$ cat src/rtl/xulie_decoder_if.sv
// -----------------------------------------------------------------------------
// xulie_decoder_if
//   Bundles the serial pattern line and the decoder's result signals.
//   Optional feature macro: XULIE_DEC_HITCNT_EN (adds the 16-bit hit_cnt signal).
//
//   Signals:
//     din        serial pattern line, asynchronous to the decoder clock
//     bit_valid  one-cycle pulse, a new bit was sampled
//     bit_data   sampled bit value, valid with bit_valid
//     window     last BITS sampled bits, newest in LSB
//     match      one-cycle pulse, window equals the expected pattern
//     lock       level, a match occurred within the last LOCK_WIN samples
//     hit_cnt    saturating match counter (XULIE_DEC_HITCNT_EN only)
//
//   Modports:
//     master  line side / observer: drives din, reads results
//     slave   decoder side: reads din, drives results
// -----------------------------------------------------------------------------
interface xulie_decoder_if #(
  parameter int BITS = 10
);
  logic            din;
  logic            bit_valid;
  logic            bit_data;
  logic [BITS-1:0] window;
  logic            match;
  logic            lock;
`ifdef XULIE_DEC_HITCNT_EN
  logic [15:0]     hit_cnt;

  modport master (output din, input bit_valid, input bit_data, input window,
                  input match, input lock, input hit_cnt);
  modport slave  (input din, output bit_valid, output bit_data, output window,
                  output match, output lock, output hit_cnt);
`else
  modport master (output din, input bit_valid, input bit_data, input window,
                  input match, input lock);
  modport slave  (input din, output bit_valid, output bit_data, output window,
                  output match, output lock);
`endif
endinterface

$ cat src/rtl/xulie_decoder.sv
// -----------------------------------------------------------------------------
// xulie_decoder
//   Consumer of the serial pattern line. Synchronises din, recovers bit timing
//   from line transitions, samples each bit cell at SAMPLE_PT, keeps a sliding
//   BITS-wide window and pulses match whenever the window holds EXPECT. lock
//   stays high while matches recur within LOCK_WIN samples.
//   Optional feature macro: XULIE_DEC_HITCNT_EN (saturating 16-bit match
//   counter on bus.hit_cnt).
//
//   Ports:
//     clk  in  system clock (50 MHz)
//     rst  in  asynchronous reset, active-high
//     bus  xulie_decoder_if.slave: din in; bit_valid, bit_data, window, match,
//          lock (and hit_cnt) out, all registered
// -----------------------------------------------------------------------------
module xulie_decoder #(
  parameter int              BIT_CYCLES = 49,
  parameter int              SAMPLE_PT  = 24,
  parameter int              BITS       = 10,
  parameter logic [BITS-1:0] EXPECT     = 10'h2D3,
  parameter int              LOCK_WIN   = 20
) (
  input  logic           clk,
  input  logic           rst,
  xulie_decoder_if.slave bus
);

  localparam int PH_W   = $clog2(BIT_CYCLES);
  localparam int FILL_W = $clog2(BITS + 1);
  localparam int GAP_W  = 8;

  typedef enum logic [1:0] {
    IDLE  = 2'd0,
    TRACK = 2'd1,
    LOCK  = 2'd2
  } state_e;

  state_e            state_q, state_d;
  logic              sync_q, sync_qq;
  logic              line_edge;
  logic [PH_W-1:0]   phase_q, phase_d;
  logic [FILL_W-1:0] fill_q, fill_nx;
  logic [GAP_W-1:0]  gap_q, gap_d;
  logic [BITS-1:0]   window_q, window_nx;
  logic              sample, hit;
  logic              bit_valid_q, bit_data_q, match_q, lock_q;

  // Either polarity of a synchronised transition realigns the bit clock.
  assign line_edge = sync_q ^ sync_qq;

  // NOTE: every signal assigned in an always_comb gets a default at the top,
  // so no path leaves it unassigned and no latch is inferred.
  always_comb begin
    sample    = 1'b0;
    window_nx = {window_q[BITS-2:0], sync_q};
    fill_nx   = fill_q;
    hit       = 1'b0;
    phase_d   = phase_q + PH_W'(1);
    state_d   = state_q;
    gap_d     = gap_q;

    // An edge landing on the sample point wins: the cell is re-timed, not sampled.
    sample  = (state_q != IDLE) && !line_edge && (phase_q == PH_W'(SAMPLE_PT));
    fill_nx = (fill_q == FILL_W'(BITS)) ? fill_q : fill_q + FILL_W'(1);
    hit     = sample && (fill_nx == FILL_W'(BITS)) && (window_nx == EXPECT);

    // Phase is parked at 0 until the first edge; afterwards it free-runs so
    // long constant runs still produce one sample per bit cell.
    if (state_q == IDLE || line_edge || phase_q == PH_W'(BIT_CYCLES - 1)) begin
      phase_d = '0;
    end

    unique case (state_q)
      IDLE: begin
        if (line_edge) state_d = TRACK;
      end
      TRACK: begin
        if (hit) begin
          state_d = LOCK;
          gap_d   = '0;
        end
      end
      LOCK: begin
        if (hit) begin
          gap_d = '0;
        end else if (sample) begin
          // The LOCK_WIN-th consecutive sample without a match drops lock;
          // fill and window are kept so the next match can re-lock at once.
          if (gap_q == GAP_W'(LOCK_WIN - 1)) begin
            state_d = TRACK;
            gap_d   = '0;
          end else begin
            gap_d = gap_q + GAP_W'(1);
          end
        end
      end
      default: state_d = IDLE;
    endcase
  end

  // NOTE: sequential state uses non-blocking assignments so every flop samples
  // the pre-edge value of its inputs, independent of statement order.
  always_ff @(posedge clk or posedge rst) begin
    if (rst) state_q <= IDLE;
    else     state_q <= state_d;
  end

  always_ff @(posedge clk or posedge rst) begin
    if (rst) begin
      sync_q      <= 1'b0;
      sync_qq     <= 1'b0;
      phase_q     <= '0;
      fill_q      <= '0;
      gap_q       <= '0;
      window_q    <= '0;
      bit_valid_q <= 1'b0;
      bit_data_q  <= 1'b0;
      match_q     <= 1'b0;
      lock_q      <= 1'b0;
    end else begin
      sync_q      <= bus.din;
      sync_qq     <= sync_q;
      phase_q     <= phase_d;
      gap_q       <= gap_d;
      bit_valid_q <= sample;
      match_q     <= hit;
      lock_q      <= (state_d == LOCK);
      if (sample) begin
        window_q   <= window_nx;
        fill_q     <= fill_nx;
        bit_data_q <= sync_q;
      end
    end
  end

`ifdef XULIE_DEC_HITCNT_EN
  logic [15:0] hit_cnt_q;

  always_ff @(posedge clk or posedge rst) begin
    if (rst) begin
      hit_cnt_q <= '0;
    end else if (hit && hit_cnt_q != 16'hFFFF) begin
      hit_cnt_q <= hit_cnt_q + 16'd1;
    end
  end

  assign bus.hit_cnt = hit_cnt_q;
`endif

  assign bus.bit_valid = bit_valid_q;
  assign bus.bit_data  = bit_data_q;
  assign bus.window    = window_q;
  assign bus.match     = match_q;
  assign bus.lock      = lock_q;

endmodule

$ cat src/flat_wrapper.sv
// flat-port wrapper written by rule: the top's interface ports become plain ports
module xulie_decoder_flat 
#(
  parameter int              BIT_CYCLES = 49,
  parameter int              SAMPLE_PT  = 24,
  parameter int              BITS       = 10,
  parameter logic [BITS-1:0] EXPECT     = 10'h2D3,
  parameter int              LOCK_WIN   = 20
)
  (clk, rst, bus_din, bus_bit_valid, bus_bit_data, bus_window, bus_match, bus_lock);
  xulie_decoder_if #(.BITS(BITS)) bus_i ();
  input  logic clk;
  input  logic rst;
  input wire logic [$bits(bus_i.din)-1:0] bus_din;
  output wire logic [$bits(bus_i.bit_valid)-1:0] bus_bit_valid;
  output wire logic [$bits(bus_i.bit_data)-1:0] bus_bit_data;
  output wire logic [$bits(bus_i.window)-1:0] bus_window;
  output wire logic [$bits(bus_i.match)-1:0] bus_match;
  output wire logic [$bits(bus_i.lock)-1:0] bus_lock;
  assign bus_i.din = bus_din;
  assign bus_bit_valid = bus_i.bit_valid;
  assign bus_bit_data = bus_i.bit_data;
  assign bus_window = bus_i.window;
  assign bus_match = bus_i.match;
  assign bus_lock = bus_i.lock;
  xulie_decoder #(.BIT_CYCLES(BIT_CYCLES), .SAMPLE_PT(SAMPLE_PT), .BITS(BITS), .EXPECT(EXPECT), .LOCK_WIN(LOCK_WIN)) u_core (.clk(clk), .rst(rst), .bus(bus_i));
endmodule
$ cat config.mk
export PLATFORM = sky130hd
export DESIGN_NAME = xulie_decoder_flat
export DESIGN_NICKNAME = d
export VERILOG_FILES = /design/src/rtl/xulie_decoder_if.sv /design/src/rtl/xulie_decoder.sv /design/src/flat_wrapper.sv
export SDC_FILE = /design/constraint.sdc
export NUM_CORES = 1
export LEC_CHECK = 0
export CAP_MARGIN = 10
export CORE_ASPECT_RATIO = 0.75
export CORE_UTILIZATION = 40
export DETAILED_ROUTE_END_ITERATION = 10
export SYNTH_ARGS = -nofsm -noshare
export SYNTH_HDL_FRONTEND = slang
export SYNTH_SLANG_ARGS = --single-unit
$ cat constraint.sdc
create_clock -name clk -period 4.8 [get_ports clk]
set_input_delay 1.2 -clock clk [delete_from_list [all_inputs] [get_ports clk]]
set_output_delay 1.2 -clock clk [all_outputs]
set_load 0.02 [all_outputs]
==> summary by stage <==
Cells and area
In the layout the commonest cells are sky130_fd_sc_hd__dfrtp_1 (35), sky130_fd_sc_hd__clkdlybuf4s50_1 (16), sky130_fd_sc_hd__nor2_1 (13), sky130_fd_sc_hd__mux2_2 (12). In the final layout, the multi-input gates occupy 885 µm². Across the whole layout, storage elements account for 876 µm². Relative to the synthesized area, the layout overhead comes to 17.3%. Fill cells in the final layout number 388. In the final layout, the share of cells above drive strength 1 is 0.152. For this run, the share of the core covered by cells in the final layout is 0.510. The most frequent standard cell in the layout excluding fill and tap cells is sky130_fd_sc_hd__dfrtp_1.

The number of diodes is 0. After the flow finishes, the layout carries non-filler instances totaling between 200 and 250. The net count of the finished layout is 195.

CTS
The number of buffers created by CTS is 5. The post-CTS setup buffer count is 0. No sink is reached through more buffers than the 2 on the longest clock path. The later-pin clock latency in the skew report is 0.29 ns.

Clock tree synthesis found a total of 35 sinks. The count of H-tree levels built during CTS is 2. The clock slew at the register clock pins of the worst setup and hold paths is 0.07 ns. The tree is rooted in a sky130_fd_sc_hd__clkbuf_8. For this design, the CTS-stage hold fixing added 0 buffers. TritonCTS built the clock tree. Post-CTS repair changed the size of 0 cells.

Yosys
The number of distinct library cells after synthesis is 45. The cell count after synthesis came out at 164. Of all cell types, the one taking the most synthesized area is sky130_fd_sc_hd__dfrtp_1.

In the post-synthesis netlist, the biggest area contributors are sky130_fd_sc_hd__dfrtp_1 (48%), sky130_fd_sc_hd__mux2_2 (7.4%), sky130_fd_sc_hd__ha_1 (6.2%). The number of storage elements in the synthesis netlist is 35. The top-area cell type share of the netlist area is 0.479. The count of yosys warnings during synthesis is 0. Averaged over all synthesized cells, the footprint is 11.2 µm². The mapped cell area is 0.00183 mm².

The proportion of synthesized chip area in sequential cells is 0.479. The most used flip-flop cell after synthesis is sky130_fd_sc_hd__dfrtp_1. The number of enable flip-flop cells after synthesis is 0. When the netlist entered floorplanning its net count stood at 176.

The post-synthesis async set-or-reset flop share is 1.00.

Power
VDD sags by at most approximately 160 µV. In this run the power density over the cells is 319 mW/mm². The post-route total power is just under 700 µW. The leakage power of the design is slightly below 1 nW.

Floorplan
After floorplanning, the core was sized to cover 0.00420 mm². The number of top-level design ports is 17. The vertical die dimension is about 60 µm. The floorplan step set the die width to 80.1 µm. The die covers 0.00485 mm². The floorplan has 20 rows.

The initial utilization of the core area, before any placement, comes to 0.435.

STA
The total count of max-transition violations in the final report came to 0. The slew at the pin closest to its max-slew limit is 1.04 ns. In the finished design, the share of the clock period the worst path needs comes to 0.597.

Derived from the worst setup path, the maximum achievable clock frequency is roughly 350 MHz. The worst-case setup margin in the final layout is 1.93 ns. The smallest clock period supported by the final layout is computed as between 2 and 3 ns. On the final layout, the worst clock skew is 0.00862 ns. The final-report hold violation count is 0. After routing, the total negative slack on setup checks comes to 0 ns.

The final setup violation count is 0. Measured against its own limit, the worst slew margin works out to 0.304. Setup repair after global routing left no endpoint under its margin.

Placed design
The total half-perimeter wirelength after legalization and detailed placement is around 2.6 mm. The worst slack after detailed placement is 1.94 ns. Routability-driven placement finished with a final weighted congestion of between 0.7 and 0.8.

In this run the tool buffered the top-level ports with 16 buffer cells. The total placed cells including tap cells is 231.

Worst setup path
The worst-case register-to-register setup slack is between 1.5 and 2 ns. The startpoint of the most critical setup path is u_core.state_q[0]. The worst setup path is launched from a register.

The arrival time of the worst setup path is 3.04 ns. The worst setup path is captured at a register. The number of cells on the worst reg-to-reg path is 6.

Of all nets on the critical path, the largest fanout is 19. The classification of the worst setup path is register to register. The reg-to-reg critical path startpoint is u_core.state_q[0].

In this run the worst setup path terminates at u_core.gap_q[1]. For the worst setup path, the data required time is 4.97 ns. In this run the critical register-to-register path is captured at u_core.gap_q[1].

Drt
The violation count after the first detailed-routing iteration is 86. The number of vias per cell after detailed routing is 5.37. For this run, the detailed router's first-pass iteration total came to 4. In the final routed layout, each cell accounts on average for 14.9 µm. The total via count after detailed routing is 1283. The DRC violation count after routing is 0. The final antenna-violating net count is 0. The routed design has 3.57 mm of wire.

Hold path
The cell depth of the worst hold path is 0. The min-delay analysis places its worst path in the category register to register.

Run status
The run finished with clean final reports.

Global routing
The pin count of the biggest net entering global routing is 24. For this run the aggregate overflow at the end of global routing stands at 0. For this run, the total global-route usage over all layers was measured as 0.168.

The number of global-route vias before repair came to 1256. The first global-routing pass estimated 6.03 mm of wire. The number of antenna violations at the first check in global routing came to 0.

Flow run
The max capacitance violation total is 0.
==> where the power goes <==
group,switching [mW],leakage [nW],internal [mW]
registers,0.0107,0.482,0.304
clock network,0.105,0.0505,0.130
logic,0.0804,0.452,0.0536
==> kinds of logic after synthesis <==
logic type	count (synthesis)	share of synthesized area
muxes	14	0.0875
buffers and inverters	16	0.0376
xor gates and xnor gates	10	0.0479
AOI/OAI and AO/OA	22	0.0999
DFF	35	0.479
and+or+nand+nor	58	0.187
adders and majority gates	9	0.0616
==> worst min-delay path by stage <==
| stage | start | endpoint | slack [ns] |
|---|---|---|---|
| finish | u_core.sync_q | u_core.sync_qq | 0.44 |
| CTS | u_core.sync_q | u_core.sync_qq | 0.45 |
| floorplan | u_core.sync_q | u_core.sync_qq | 0.40 |
| detailed placement | u_core.sync_q | u_core.sync_qq | 0.43 |
| global placement | u_core.sync_q | u_core.sync_qq | 0.43 |
| global route | u_core.sync_q | u_core.sync_qq | 0.46 |
==> state kept, by name, summed over array words and instances, names as in the netlist, 2 cells and up <==
name	cells
u_core.fill_q	4
u_core.gap_q	8
u_core.phase_q	6
u_core.state_q	2
u_core.bus.window	10
==> worst max-delay path, cell delays in order, from the launching register on <==
cell and delay (ns):
sky130_fd_sc_hd__dfrtp_1 0.42, sky130_fd_sc_hd__inv_1 0.08, sky130_fd_sc_hd__ha_1 0.31, sky130_fd_sc_hd__nor4_4 0.94, sky130_fd_sc_hd__and4_1 0.55, sky130_fd_sc_hd__o21ai_4 0.12, sky130_fd_sc_hd__mux2_4 0.32
==> through the flow <==
stage | instance area, µm² | hold WS, ns
floorplan | 1830 | 0.399
global placement | 2040 | 0.427
detailed placement | 2040 | 0.432
CTS | 2150 | 0.448
global route | 2150 | 0.464
finish | 2150 | 0.437
==> cell usage after synthesis (all sizes together), types with 3 or more instances <==
cell,number
nor2,13
mux2,13
a21oi,4
dfrtp,35
inv,10
nand3,6
buf,4
a21o,4
a211oi,3
ha,9
nand2b,3
nor2b,4
nor4,3
xor2,4
xnor2,6
nand2,10
==> cell type report <==
type	instances	area share
Multi-Input combinational cell	113	0.412
Tap cell	55	0.0321
Inverter	10	0.0175
Clock buffer	7	0.0449
Timing Repair Buffer	18	0.0816
Sequential cell	35	0.408
Clock inverter	1	0.00350
==> layer usage <==
| layer | track usage | part of all wire | up-vias |
|---|---|---|---|
| met5 | 0 | 0 | - |
| met4 | 0.0689 | 0.013 | 0 |
| met3 | 0.0466 | 0.052 | 8 |
| met2 | 0.266 | 0.44 | 41 |
| met1 | 0.221 | 0.50 | 623 |
| li1 | - | - | 611 |
No activity file was read; power rests on OpenSTA's default activity.
